### src/rtl/div.sv
// Sequential 32-bit divider: one restoring shift-subtract step per clock on operand
// magnitudes, then a fix-up cycle applies signs and selects quotient or remainder.
module div (
    input  logic        clk,
    input  logic        rst,
    input  logic [31:0] a,
    input  logic [31:0] b,
    input  logic        signctl,
    input  logic        remainder_out,
    output logic [31:0] dout,
    output logic        drdy
);

    typedef enum logic [1:0] {
        S_RESET,
        S_LOAD,
        S_BUSY,
        S_DONE
    } state_t;

    state_t      state_q, state_d;
    logic [5:0]  cnt_q, cnt_d;
    logic [31:0] rem_q, rem_d;
    logic [31:0] quo_q, quo_d;
    logic [31:0] dvsr_q, dvsr_d;
    logic        negq_q, negq_d;
    logic        negr_q, negr_d;
    logic        selrem_q, selrem_d;
    logic        bzero_q, bzero_d;
    logic [31:0] dout_q, dout_d;
    logic        drdy_q, drdy_d;

    logic [32:0] trial;
    logic [31:0] q_fix;
    logic [31:0] r_fix;

    always_comb begin
        state_d  = state_q;
        cnt_d    = cnt_q;
        rem_d    = rem_q;
        quo_d    = quo_q;
        dvsr_d   = dvsr_q;
        negq_d   = negq_q;
        negr_d   = negr_q;
        selrem_d = selrem_q;
        bzero_d  = bzero_q;
        dout_d   = dout_q;
        drdy_d   = drdy_q;
        trial    = {rem_q, quo_q[31]} - {1'b0, dvsr_q};
        q_fix    = negq_q ? (32'd0 - quo_q) : quo_q;
        r_fix    = negr_q ? (32'd0 - rem_q) : rem_q;

        case (state_q)
            S_RESET: state_d = S_LOAD;
            S_LOAD: begin
                // 0x80000000 negates to itself, read as unsigned 2^31
                quo_d    = (signctl && a[31]) ? (32'd0 - a) : a;
                dvsr_d   = (signctl && b[31]) ? (32'd0 - b) : b;
                negq_d   = signctl & (a[31] ^ b[31]);
                negr_d   = signctl & a[31];
                selrem_d = remainder_out;
                bzero_d  = (b == '0);
                rem_d    = '0;
                cnt_d    = '0;
                state_d  = S_BUSY;
            end
            S_BUSY: begin
                if (cnt_q != 6'd32) begin
                    if (!trial[32]) begin
                        rem_d = trial[31:0];
                        quo_d = {quo_q[30:0], 1'b1};
                    end else begin
                        rem_d = {rem_q[30:0], quo_q[31]};
                        quo_d = {quo_q[30:0], 1'b0};
                    end
                    cnt_d = cnt_q + 6'd1;
                end else begin
                    // A zero divisor yields all-ones regardless of operand signs
                    dout_d  = selrem_q ? r_fix : (bzero_q ? '1 : q_fix);
                    drdy_d  = 1'b1;
                    state_d = S_DONE;
                end
            end
            S_DONE: state_d = S_DONE;
            default: state_d = S_RESET;
        endcase
    end

    always_ff @(posedge clk) begin
        if (!rst) begin
            state_q  <= S_RESET;
            cnt_q    <= '0;
            rem_q    <= '0;
            quo_q    <= '0;
            dvsr_q   <= '0;
            negq_q   <= 1'b0;
            negr_q   <= 1'b0;
            selrem_q <= 1'b0;
            bzero_q  <= 1'b0;
            dout_q   <= '0;
            drdy_q   <= 1'b0;
        end else begin
            state_q  <= state_d;
            cnt_q    <= cnt_d;
            rem_q    <= rem_d;
            quo_q    <= quo_d;
            dvsr_q   <= dvsr_d;
            negq_q   <= negq_d;
            negr_q   <= negr_d;
            selrem_q <= selrem_d;
            bzero_q  <= bzero_d;
            dout_q   <= dout_d;
            drdy_q   <= drdy_d;
        end
    end

    assign dout = dout_q;
    assign drdy = drdy_q;

endmodule

### config.mk
export PLATFORM = sky130hd
export DESIGN_NAME = div
export DESIGN_NICKNAME = d
export VERILOG_FILES = /design/src/rtl/div.sv
export SDC_FILE = /design/constraint.sdc
export NUM_CORES = 1
export LEC_CHECK = 0
export BUFFER_PORTS_ARGS = -buffer_cell sky130_fd_sc_hd__buf_4
export CORE_ASPECT_RATIO = 0.5
export CORE_MARGIN = 2
export CORE_UTILIZATION = 25
export DETAILED_ROUTE_END_ITERATION = 16
export SLEW_MARGIN = 15
export SYNTH_ARGS = -nofsm -noshare
export SYNTH_HDL_FRONTEND = slang
export SYNTH_SLANG_ARGS = --single-unit
### constraint.sdc
create_clock -name clk -period 3.7 [get_ports clk]
set_input_delay 0.925 -clock clk [delete_from_list [all_inputs] [get_ports clk]]
set_output_delay 0.925 -clock clk [all_outputs]
set_load 0.01 [all_outputs]
; Word level (Yosys, flattened, before mapping)
; Index checks and enable logic that the tools add are counted.
[word_totals]
ff_bits = 141
in_bits = 68
out_inout_bits = 33
elab_cells = 50
[classes]
add_sub_neg = 6
n_eq_ne = 6
mux = 16
bitwise_logic = 4
n_reduce_logical = 7
[ops]
columns = cell, n
row1 = $mux 32, 9
row2 = $pmux 32 s2, 2
row3 = $sub 1x32->32 const A, 4
row4 = $sub 33x32->33, 1
row5 = $logic_not 32->1, 1
row6 = $pmux 6 s2, 1
row7 = $pmux 2 s4, 1
row8 = $add 6x1->6 const B, 1
row9 = $mux 6, 1
row10 = $ne 6x6->1 const B, 1
row11 = $eq 2x2->1 const B, 2
row12 = $ne 2x2->1 const B, 2
row13 = $reduce_and 2->1, 2
row14 = $and 1x1->1, 2
row15 = $eq 2x1->1 const B, 1
row16 = $logic_and 1x1->1, 2
row17 = $logic_not 2->1, 1
row18 = $mux 2, 1
row19 = $reduce_bool 2->1, 1
row20 = $mux 1, 1
row21 = $not 1->1, 1
row22 = $xor 1x1->1, 1

; Longest topological paths before layout
[depth]
ltp_word = 4
depth_mapped = 14
mapped_depth_nobuf = 12

; Worst setup path before layout
; Ideal clock, no wire load.
[synth_timing]
path_kind = input to register
start = in b[12]
end = reg dvsr_q[30]
t_arrival_ps = 3200
required_time_ps = 3563
slack_ps = 363
path_stages = 9
n_path_buf = 0
path_cell_list = or4_1 > or3_1 > nor4_1 > and3_1 > nand3_1 > or4_1 > nand2_1 > xor2_1 > a211oi_1
[synth_via]
elab_chain_cells = 2
[synth_lines]
columns = element, line
row1 = "start, declared", 7  ; input logic [31:0] b,
row2 = $sub 1x32->32, 58  ; dvsr_d = (signctl && b[31]) ? (32'd0 - b) : b;
row3 = $mux 32, 58
row4 = "end signal, assigned", 107  ; dvsr_q <= dvsr_d;
row5 = "end, declared", 25  ; logic [31:0] dvsr_q, dvsr_d;
; Every way passes these cells.
; A chain may end at the register's enable or synchronous reset.

; Worst setup path in the final report
[layout_timing]
start = reg quo_q[31]
end = reg rem_q[15]
[layout_via]
elab_chain_cells = 4
[layout_lines]
columns = element, line
row1 = "start, declared", 24  ; logic [31:0] quo_q, quo_d;
row2 = "start signal, assigned", 106  ; quo_q <= quo_d;
row3 = $sub 33x32->33, 49  ; trial = {rem_q, quo_q[31]} - {1'b0, dvsr_q};
row4 = $mux 32, 69  ; if (!trial[32]) begin
row5 = $mux 32, 68  ; if (cnt_q != 6'd32) begin
row6 = $pmux 32 s2, 53  ; case (state_q)
row7 = "end signal, assigned", 105  ; rem_q <= rem_d;
row8 = "end, declared", 23  ; logic [31:0] rem_q, rem_d;
; Every way passes these cells. The select of a mux whose other input is x is not followed.

==> results.sh <==
export IMPL_async_reset_ff_share_pct=0
export IMPL_clock_latency_ns=0.44
export IMPL_synth_compound_area_share_pct=27.0
export IMPL_hold_path_class="reg -> reg"
export IMPL_design_portCount=101
export IMPL_clkTransAtPathRegs_ns=0.07
export IMPL_synth_seq_cells=141
export IMPL_synth_xor_area_share_pct=12.5
export IMPL_synthCells=1256
export IMPL_crit_path_end_kind="register"
export IMPL_area_delta_synth_final_pct=21.1
export IMPL_rsz0062_at_grt="false"
export IMPL_die_area_sq_um=40600
export IMPL_drv_cap=0
export IMPL_max_freq_mhz=290
export IMPL_port_buffers=100
export IMPL_grt_pass1_wl_mm=47.8
export IMPL_final_hold_viol_count=0
export IMPL_die_w_microns=283
export IMPL_std_cell_rows=51
export IMPL_holdBufCountCts=0
export IMPL_ys_types=66
export IMPL_htree_levels=4
export IMPL_final_common_cell="dfxtp_1"
export IMPL_period_share_pct=93.1
export IMPL_ant_nets=0
export IMPL_syn_area_per_cell_sq_um=7.75
export IMPL_post_route_min_period_ns=3.44
export IMPL_antenna_found_initial=1
export IMPL_dr_total_vias=9456
export IMPL_arrival_ns=3.76
export IMPL_powerDensity_nw_per_um2=436
export IMPL_synthAdderAreaFrac_pct=5.09
export IMPL_start_util_pct=25.2
export IMPL_fin_area_sq_um=11800
export IMPL_worstMarginPinSlew_ns=1.05
export IMPL_min_from="dout[16]$_SDFFE_PN0P_"
export IMPL_critPathKind="reg -> reg"
export IMPL_num_antenna_cells=0
export IMPL_r2r_setup_slack_ns=0.26
export IMPL_reg2regPathDepth=13
export IMPL_holdPathStages=2
export IMPL_netlist_area_sq_um=9740
export IMPL_leakage_nw=4.55
export IMPL_final_util_pct=30.5
export IMPL_die_h_microns=144
export IMPL_muxShareOfSynthArea_pct=3.20
export IMPL_post_dp_hpwl_mm=23.6
export IMPL_place_congestion=0.869
export IMPL_timing_rr_end="rem_q[15]$_SDFFE_PN0P_"
export IMPL_crit_required_ns=4.01
export IMPL_synthSimpleGateAreaFrac_pct=18.5
export IMPL_synth_fp_nets=1363
export IMPL_setup_viol=0
export IMPL_grt_start_max_net_pins=76
export IMPL_wirelength_mm=30.9
export IMPL_slew_violations=0
export IMPL_drc=0
export IMPL_cp_max_fo=29
export IMPL_dp_cells=1848
export IMPL_grt_pass1_vias=8495
export IMPL_r2r_start="quo_q[31]$_SDFFE_PN0P_"
export IMPL_clock_path_buffers=2
export IMPL_drive_above_1_share_pct=13.5
export IMPL_synth_edf_count=0
export IMPL_synth_top_family_by_area="compound AO/OA/AOI/OAI gates"
export IMPL_synth_main_ff_cell="dfxtp_1"
export IMPL_outcome="complete, no violations"
export IMPL_root_buffer="clkbuf_16"
export IMPL_startpoint_type="register"
export IMPL_ir_worst_vdd_mv=0.358
export IMPL_tns_ns=0
export IMPL_final_setup_skew_ns=0.0138
export IMPL_core_area_sq_um=38700
export IMPL_final_cells=1880
export IMPL_drt_wirelength_per_cell_microns=16.5
export IMPL_slew_headroom_pct=30.2
export IMPL_grt_use_total_pct=14.9
export IMPL_cts_tree="built"
export IMPL_grt_overflow=0
export IMPL_synth_seq_area_share_pct=29.0
export IMPL_ys_warn_count=0
export IMPL_nNetsFinal=1444
export IMPL_cts_num_sinks=141
export IMPL_drt_vias_per_instance=5.03
export IMPL_drt_iter0_markers=676
export IMPL_cts_inserted_buffers=17
export IMPL_layout_common_cells="141 x dfxtp_1, 132 x buf_4, 121 x nand2_1, 113 x nor2_1, 101 x o21ai_0"
export IMPL_dr_pass1_iters=5
export IMPL_postPlaceCellArea_sq_um=11200
export IMPL_hold_end="dout[16]$_SDFFE_PN0P_"
-- area by class of cell --
type | instances | area, sq um
clock buffers | 18 | 429
clock inverters | 14 | 181
well taps | 530 | 663
flip-flops and latches | 141 | 2820
multi-input cells | 994 | 6500
fillers | 4197 | 26900
repair buffers | 133 | 1010
inverters | 50 | 188
-- worst max-delay path, cell delays in order (launching register included) --
cell and delay (ns):
dfxtp_1 0.44, inv_1 0.12, ha_1 0.24, fa_1 0.39, nand2b_1 0.20, a21oi_2 0.21, o41a_1 0.20, o211ai_1 0.18
a211oi_2 0.28, nor2b_1 0.13, o311ai_4 0.35, buf_12 0.27, mux2i_1 0.22, o21ai_0 0.09
-- power by group --
| group | switching, mW | leakage (nW) | total [mW] | internal (mW) |
|---|---|---|---|---|
| sequential | 0.164 | 1.15 | 1.79 | 1.63 |
| combinational | 0.888 | 3.12 | 1.53 | 0.642 |
| clock | 0.742 | 0.285 | 1.82 | 1.07 |
| total | 1.79 | 4.55 | 5.14 | 3.35 |
-- synthesized netlist by cell type, types with 7 or more instances --
library cell	n	area share (%)
xnor2_1	44	4.0
o211ai_1	13	1.0
nor2_1	115	4.4
a21oi_1	98	5.0
or3_1	23	1.5
ha_1	38	4.9
a311oi_1	7	0.63
nor2b_1	10	0.64
a211oi_1	33	2.5
a21o_1	28	2.2
nand2b_1	11	0.71
a221oi_1	35	3.1
a31oi_1	7	0.45
nand3_1	27	1.4
or4_1	9	0.69
nor4_1	13	0.84
mux2i_1	30	3.1
o41ai_1	12	1.1
clkbuf_1	64	2.5
o21ai_0	101	5.2
nand4_1	10	0.64
o31ai_1	29	2.2
inv_1	50	1.9
nor3_1	18	0.93
xor2_1	95	8.5
dfxtp_1	141	29
nand2_1	121	4.7
-- flip-flops by register name, indices dropped and copies added (netlist names) --
register,count
drdy,1
cnt_q,6
negq_q,1
dout,32
quo_q,32
rem_q,32
bzero_q,1
state_q,2
negr_q,1
dvsr_q,32
selrem_q,1
-- stage by stage --
step	worst slack, ns	power [mW]	hold WS (ns)
floorplan	0.363	2.87	0.440
global placement	0.0580	3.32	0.438
detailed placement	0.0691	3.33	0.448
CTS	0.123	5.15	0.461
global route	0.00000888	5.41	0.475
finish	0.256	5.14	0.458
-- logic make-up (layout without fill, tap and decap cells) --
family,count (synthesis),count (layout)
compound gates,403,403
buf+inv,121,215
fa+ha+maj,39,39
mux,31,31
flops,141,141
simple gates,382,382
xor+xnor,139,139
-- layer usage --
layer  vias up  part of all wire (%)  GRT usage, %
li1       4753                     -             -
met1      4469                    47          20.1
met2       201                    45          23.9
met3        33                   6.3          3.48
met4         0                   2.1          4.26
met5         -                     0             0
-- worst max path at each step --
stage                                 startpoint                 endpoint  slack [ns]  depth (start not counted)
final                     quo_q[31]$_SDFFE_PN0P_   rem_q[15]$_SDFFE_PN0P_        0.26                         13
after floorplan                            b[12]  dvsr_q[30]$_SDFFE_PN0P_        0.36                          9
after CTS                 quo_q[31]$_SDFFE_PN0P_   rem_q[15]$_SDFFE_PN0P_        0.12                         13
after global placement                     b[12]  dvsr_q[30]$_SDFFE_PN0P_        0.06                         10
after detailed placement                   b[12]  dvsr_q[30]$_SDFFE_PN0P_        0.07                         10
after global routing      quo_q[31]$_SDFFE_PN0P_   rem_q[18]$_SDFFE_PN0P_    0.000009                         13
-- timing repair --
item                                    in CTS  in global routing
setup buffers                                0                  0
resized for setup                            0                  2
endpoints found under the setup margin       0                 30
(Power assumes the default switching activity.)
